## src/rtl/inst_fetch_if.sv

```systemverilog
// Instruction fetch bundle: imem request/response channel, core instruction channel and redirect.
// master = fetch unit side, slave = memory/core side.
interface inst_fetch_if #(
    parameter int XLEN = 32
);
    // Handshake rule for both *_valid/*_ready pairs: a transfer happens on a rising edge where
    // valid and ready are both 1; once valid is raised the payload stays stable until it transfers
    // (the only exception is a redirect, which may replace imem_req_addr). imem_resp_valid and
    // redirect_valid are one-cycle strobes without a ready.
    logic            imem_req_valid;
    logic            imem_req_ready;
    logic [XLEN-1:0] imem_req_addr;
    logic            imem_resp_valid;
    logic [XLEN-1:0] imem_resp_data;
    logic            inst_valid;
    logic            inst_ready;
    logic [XLEN-1:0] inst;
    logic [XLEN-1:0] inst_pc;
    logic            redirect_valid;
    logic [XLEN-1:0] redirect_pc;
    logic            fetch_fault;

    modport master (
        output imem_req_valid, imem_req_addr, inst_valid, inst, inst_pc, fetch_fault,
        input  imem_req_ready, imem_resp_valid, imem_resp_data, inst_ready,
               redirect_valid, redirect_pc
    );

    modport slave (
        input  imem_req_valid, imem_req_addr, inst_valid, inst, inst_pc, fetch_fault,
        output imem_req_ready, imem_resp_valid, imem_resp_data, inst_ready,
               redirect_valid, redirect_pc
    );
endinterface

```

## src/rtl/inst_fetch.sv

```systemverilog
// Instruction fetch stage: one outstanding imem request, instruction hand-off to the core, PC redirect.
// Optional misaligned-redirect trap enabled by defining IFU_MISALIGN_TRAP_EN.
module inst_fetch #(
    parameter logic [31:0] RESET_PC = 32'h8000_0000,
    parameter int          XLEN     = 32
) (
    input  logic         clk,
    input  logic         rst,
    inst_fetch_if.master bus,
    output logic [1:0]   dbg_state
);
    typedef enum logic [1:0] {IDLE, REQ, WAIT, HOLD} state_t;

    state_t          state, state_n;
    logic [XLEN-1:0] pc, pc_n;
    logic [XLEN-1:0] inst_q, inst_n;
    logic [XLEN-1:0] inst_pc_q, inst_pc_n;
    logic [XLEN-1:0] target;
    logic            drop, drop_n;
    logic            fault, fault_n;
    logic            misaligned;

`ifdef IFU_MISALIGN_TRAP_EN
    assign target     = bus.redirect_pc;
    assign misaligned = bus.redirect_valid && (bus.redirect_pc[1:0] != 2'b00);
`else
    logic unused_low_bits;
    assign target          = {bus.redirect_pc[XLEN-1:2], 2'b00};
    assign misaligned      = 1'b0;
    assign unused_low_bits = ^bus.redirect_pc[1:0];
`endif

    always_ff @(posedge clk or negedge rst) begin
        if (!rst) begin
            state     <= IDLE;
            pc        <= RESET_PC;
            drop      <= 1'b0;
            inst_q    <= '0;
            inst_pc_q <= '0;
            fault     <= 1'b0;
        end else begin
            state     <= state_n;
            pc        <= pc_n;
            drop      <= drop_n;
            inst_q    <= inst_n;
            inst_pc_q <= inst_pc_n;
            fault     <= fault_n;
        end
    end

    always_comb begin
        state_n   = state;
        pc_n      = pc;
        drop_n    = drop;
        inst_n    = inst_q;
        inst_pc_n = inst_pc_q;
        fault_n   = fault;

        // A squashed fetch may still answer after a trap took us to HOLD; it consumes the drop.
        if (drop && bus.imem_resp_valid && (state != WAIT)) drop_n = 1'b0;

        case (state)
            IDLE: begin
                state_n = REQ;
                if (bus.redirect_valid) pc_n = target;
            end
            REQ: begin
                if (bus.imem_req_ready) state_n = WAIT;
                if (bus.redirect_valid) begin
                    pc_n   = target;
                    drop_n = drop_n || bus.imem_req_ready;
                end
            end
            WAIT: begin
                if (bus.imem_resp_valid) begin
                    if (bus.redirect_valid) begin
                        pc_n    = target;
                        drop_n  = 1'b0;
                        state_n = REQ;
                    end else if (drop) begin
                        drop_n  = 1'b0;
                        state_n = REQ;
                    end else begin
                        inst_n    = bus.imem_resp_data;
                        inst_pc_n = pc;
                        state_n   = HOLD;
                    end
                end else if (bus.redirect_valid) begin
                    pc_n   = target;
                    drop_n = 1'b1;
                end
            end
            HOLD: begin
                if (bus.redirect_valid) begin
                    pc_n    = target;
                    fault_n = 1'b0;
                    state_n = REQ;
                end else if (bus.inst_ready) begin
                    pc_n    = pc + XLEN'(4);
                    fault_n = 1'b0;
                    state_n = REQ;
                end
            end
            default: state_n = IDLE;
        endcase

        // Misaligned target: present a faulting slot to the core instead of fetching.
        if (misaligned) begin
            state_n   = HOLD;
            fault_n   = 1'b1;
            inst_n    = '0;
            inst_pc_n = bus.redirect_pc;
        end
    end

    assign bus.imem_req_valid = (state == REQ);
    assign bus.imem_req_addr  = pc;
    assign bus.inst_valid     = (state == HOLD);
    assign bus.inst           = inst_q;
    assign bus.inst_pc        = inst_pc_q;
    assign bus.fetch_fault    = fault;
    assign dbg_state          = state;
endmodule

```

## src/flat_wrapper.sv

```systemverilog
// flat-port wrapper written by rule: the top's interface ports become plain ports
module inst_fetch_flat 
#(
    parameter logic [31:0] RESET_PC = 32'h8000_0000,
    parameter int          XLEN     = 32
)
  (clk, rst, dbg_state, bus_imem_req_valid, bus_imem_req_addr, bus_inst_valid, bus_inst, bus_inst_pc, bus_fetch_fault, bus_imem_req_ready, bus_imem_resp_valid, bus_imem_resp_data, bus_inst_ready, bus_redirect_valid, bus_redirect_pc);
  inst_fetch_if #(.XLEN(XLEN)) bus_i ();
  input  logic clk;
  input  logic rst;
  output logic [1:0] dbg_state;
  output wire logic [$bits(bus_i.imem_req_valid)-1:0] bus_imem_req_valid;
  output wire logic [$bits(bus_i.imem_req_addr)-1:0] bus_imem_req_addr;
  output wire logic [$bits(bus_i.inst_valid)-1:0] bus_inst_valid;
  output wire logic [$bits(bus_i.inst)-1:0] bus_inst;
  output wire logic [$bits(bus_i.inst_pc)-1:0] bus_inst_pc;
  output wire logic [$bits(bus_i.fetch_fault)-1:0] bus_fetch_fault;
  input wire logic [$bits(bus_i.imem_req_ready)-1:0] bus_imem_req_ready;
  input wire logic [$bits(bus_i.imem_resp_valid)-1:0] bus_imem_resp_valid;
  input wire logic [$bits(bus_i.imem_resp_data)-1:0] bus_imem_resp_data;
  input wire logic [$bits(bus_i.inst_ready)-1:0] bus_inst_ready;
  input wire logic [$bits(bus_i.redirect_valid)-1:0] bus_redirect_valid;
  input wire logic [$bits(bus_i.redirect_pc)-1:0] bus_redirect_pc;
  assign bus_imem_req_valid = bus_i.imem_req_valid;
  assign bus_imem_req_addr = bus_i.imem_req_addr;
  assign bus_inst_valid = bus_i.inst_valid;
  assign bus_inst = bus_i.inst;
  assign bus_inst_pc = bus_i.inst_pc;
  assign bus_fetch_fault = bus_i.fetch_fault;
  assign bus_i.imem_req_ready = bus_imem_req_ready;
  assign bus_i.imem_resp_valid = bus_imem_resp_valid;
  assign bus_i.imem_resp_data = bus_imem_resp_data;
  assign bus_i.inst_ready = bus_inst_ready;
  assign bus_i.redirect_valid = bus_redirect_valid;
  assign bus_i.redirect_pc = bus_redirect_pc;
  inst_fetch #(.RESET_PC(RESET_PC), .XLEN(XLEN)) u_core (.clk(clk), .rst(rst), .bus(bus_i), .dbg_state(dbg_state));
endmodule
```

## config.mk

```make
export PLATFORM = sky130hd
export DESIGN_NAME = inst_fetch_flat
export DESIGN_NICKNAME = d
export VERILOG_FILES = /design/src/rtl/inst_fetch_if.sv /design/src/rtl/inst_fetch.sv /design/src/flat_wrapper.sv
export SDC_FILE = /design/constraint.sdc
export NUM_CORES = 1
export LEC_CHECK = 0
export CAP_MARGIN = 20
export CORE_ASPECT_RATIO = 0.7
export CORE_MARGIN = 2
export CORE_UTILIZATION = 47
export CTS_CLUSTER_SIZE = 28
export DETAILED_ROUTE_END_ITERATION = 8
export PLACE_DENSITY_LB_ADDON = 0.12
export SLEW_MARGIN = 10
export SYNTH_ARGS = -nofsm -noshare
export SYNTH_HDL_FRONTEND = slang
export SYNTH_SLANG_ARGS = --single-unit
```

## constraint.sdc

```tcl
create_clock -name clk -period 5.3 [get_ports clk]
set_clock_uncertainty 0.2 [all_clocks]
set_input_delay 1.06 -clock clk [delete_from_list [all_inputs] [get_ports clk]]
set_output_delay 1.06 -clock clk [all_outputs]
set_load 0.05 [all_outputs]
```

==> reports/results.tsv <==
metric	value	unit
outcome	finished, final reports clean	
synth top area cells	dfrtp_1 54%, mux2_2 16%, nand4_1 2.0%, nand2_1 1.9%, nor2_1 1.8%	
Power Dens Cells	594	nW/µm²
part of the cycle the worst path needs	62.0	%
setup TNS	0	ns
CP Launch Type	input port	
Max transition margin	28.6	%
DRC	0	
drt total wl	11.5	mm
fin util	71.0	%
# fillers	661	
via count	3616	
drt first pass iters	4	
CTS root buffer	clkbuf_16	
Cells after DPL	642	
Worst setup EP type	flip-flop	
Clock Latency Late Sink	0.34	ns
fin cells	658	
combinational share of power	50.5	%
die area	10100	µm²
Clock Sinks	95	
Worst R2R Start	u_core.dbg_state[1]	
Worst Setup EP	u_core.bus.imem_req_addr[15]	
beginning of the critical path	bus_inst_ready	
Flop pwr share	30.0	%
vias in the first global route	3640	
total of max-cap violations	0	
share of the synthesized area in the top cell type	54.0	%
Commonest cells post-synth	94 x dfrtp_1, 63 x mux2_2, 22 x nand2_1, 21 x nor2_1	
Die Wd	119	µm
register area share after synthesis	54.6	%
I/O Buffers	163	
Synth Instances	370	
clock power share	19.4	%
Reg clk slew, reported paths	0.07	ns
Max FO, Critical Path	10	
count leader, synth	dfrtp_1	
area delta synth->final	47.4	%
minimum period implied by the final worst setup slack	3.29	ns
CP required	5.34	ns
leakage power total	2.58	nW
Int Pwr	0.00214	W
Cell Rows	29	
Final Hold Viols	0	
Critical R2R Capture	u_core.bus.imem_req_addr[15]	
Post-synth EDFFs	0	
ANT cells	0	
worst r2r path cells	5	
H-tree depth	3	
ratio of cells with drive above 1 in the final layout	16.7	%
largest net degree at the start of global routing	62	
achievable frequency	304	MHz
initial antenna violation count	0	
Post-Syn Area	4350	µm²
Detailed Place HPWL	8.30	mm
DIE HEIGHT	84.5	µm
Hold Buf Count CTS	0	
RSZ-0062 raised after global routing	no	
detailed-route vias per instance	5.50	
switch share	43.9	%
Seq cells post-synth	95	
CTS Buffer Depth	2	
cell area after layout	6420	µm²
switching power	0.00167	W
Async SR Flop Fraction	100	%
post-CTS sizing	0	
Reg2Reg Setup Slack	2.53	ns
Slew Limit Fails	0	
Placed Area	6070	µm²
post-synth cell types	44	
Congestion Overflow GR	0	
worst slew pin tran	1.06	ns
core area	9030	µm²
Placer Congestion	0.828	
final setup vio count	0	
synth warn	0	
Initial Utilization	48.2	%
nets@finish	604	
TritonCTS clock tree	done	
CP arrival	3.33	ns
I/O pin cnt	171	
Syn Area/Cell	11.8	µm²
Iter 0 DRT Violations	209	
CTS Buf Count	9	
worst vdd ir	0.000380	V
wire per inst	17.6	µm
Synth Flop Type	dfrtp_1	
first-pass GRT wire length	18.7	mm
post-CTS repair timing setup buffer count	0	
min-delay worst type	flip-flop to flip-flop	
antenna-violating nets left	0	
Crit Path Class	input port to flip-flop	
hold_ws	0.305	ns
largest area contributor in the netlist	dfrtp_1	
total track usage	23.5	%
placed cells by master, fill, tap and decap left out, types with 4 or more instances in the layout:
cell type,count
conb_1,5
inv_1,8
nor3_1,12
nand4_1,14
xnor2_1,7
nand3_1,8
nor2_1,21
nor4_1,9
nand2_1,22
or3_1,4
o31ai_1,6
clkbuf_16,9
a21oi_1,4
buf_4,4
clkdlybuf4s50_1,162
or4_1,6
ha_1,5
mux2_2,63
a31oi_1,6
a311oi_1,5
dfrtp_1,94
o21ai_0,14
power groups by stage:
| stage | registers (W) | logic, W | clock network (W) |
|---|---|---|---|
| floorplan | 0.00202 | 0.000381 | 0 |
| CTS | 0.00115 | 0.00194 | 0.000752 |
| global route | 0.00118 | 0.00201 | 0.000779 |
| finish | 0.00115 | 0.00193 | 0.000741 |
| global placement | 0.00114 | 0.00191 | 0 |
| detailed placement | 0.00116 | 0.00194 | 0 |
metrics by stage:
| step | power [W] | worst slack [ns] |
|---|---|---|
| after CTS | 0.00384 | 2.02 |
| final | 0.00381 | 2.01 |
| after floorplan | 0.00240 | 2.33 |
| after global routing | 0.00397 | 1.89 |
| after global placement | 0.00304 | 1.81 |
| after detailed placement | 0.00309 | 1.71 |
how the worst min path moves through the flow:
| stage | to | cells past startpoint | slack [ns] | start |
|---|---|---|---|---|
| finish | u_core.bus.inst_pc[8] | 1 | 0.31 | u_core.bus.inst_pc[8] |
| global route | u_core.bus.inst[19] | 1 | 0.33 | u_core.bus.inst[19] |
| CTS | u_core.bus.inst[19] | 1 | 0.31 | u_core.bus.inst[19] |
| detailed placement | u_core.bus.inst[19] | 1 | 0.29 | u_core.bus.inst[19] |
| global placement | u_core.bus.inst_pc[28] | 1 | 0.29 | u_core.bus.inst_pc[28] |
| floorplan | u_core.drop | 2 | 0.27 | u_core.drop |
worst max-delay path: stages:
cell	delay, ns
clkdlybuf4s50_1	0.61
nand2_1	0.27
nor4_1	0.91
a311oi_1	0.20
a221oi_1	0.27
kinds of logic (layout without fill, tap and decap cells):
kind of cell    count (synthesis)  count (layout)  synth area share, %
simple gates                  112             112                 13.8
flops                          95              95                 54.6
mux                            66              66                 17.0
compound gates                 50              50                 7.90
buf+inv                        31             191                 3.19
xor+xnor                       10              10                 2.01
fa+ha+maj                       5               5                 1.44
other cells                     1               5               0.0861
area by class of cell:
class / count / area (µm²) / area share, %
clock buffer: 9 / 225 / 3.51
tap: 124 / 155 / 2.42
clock inverter: 7 / 121 / 1.89
inverter: 9 / 33.8 / 0.526
timing repair buffer: 166 / 1650 / 25.7
multi-input combinational: 248 / 1850 / 28.9
sequential: 95 / 2380 / 37.1
sequential cells by signal, summed over array words and instances (netlist names):
register,cells
u_core.bus.inst,32
u_core.bus.imem_req_addr,30
u_core.bus.inst_pc,30
u_core.dbg_state,2
u_core.drop,1
layer usage:
layer / track usage (%) / part of all wire (%)
met5: 0 / 0
met4: 6.49 / 1.1
met3: 7.13 / 8.3
met2: 38.6 / 49
met1: 30.6 / 42
Power figures use the tool's default switching activity.
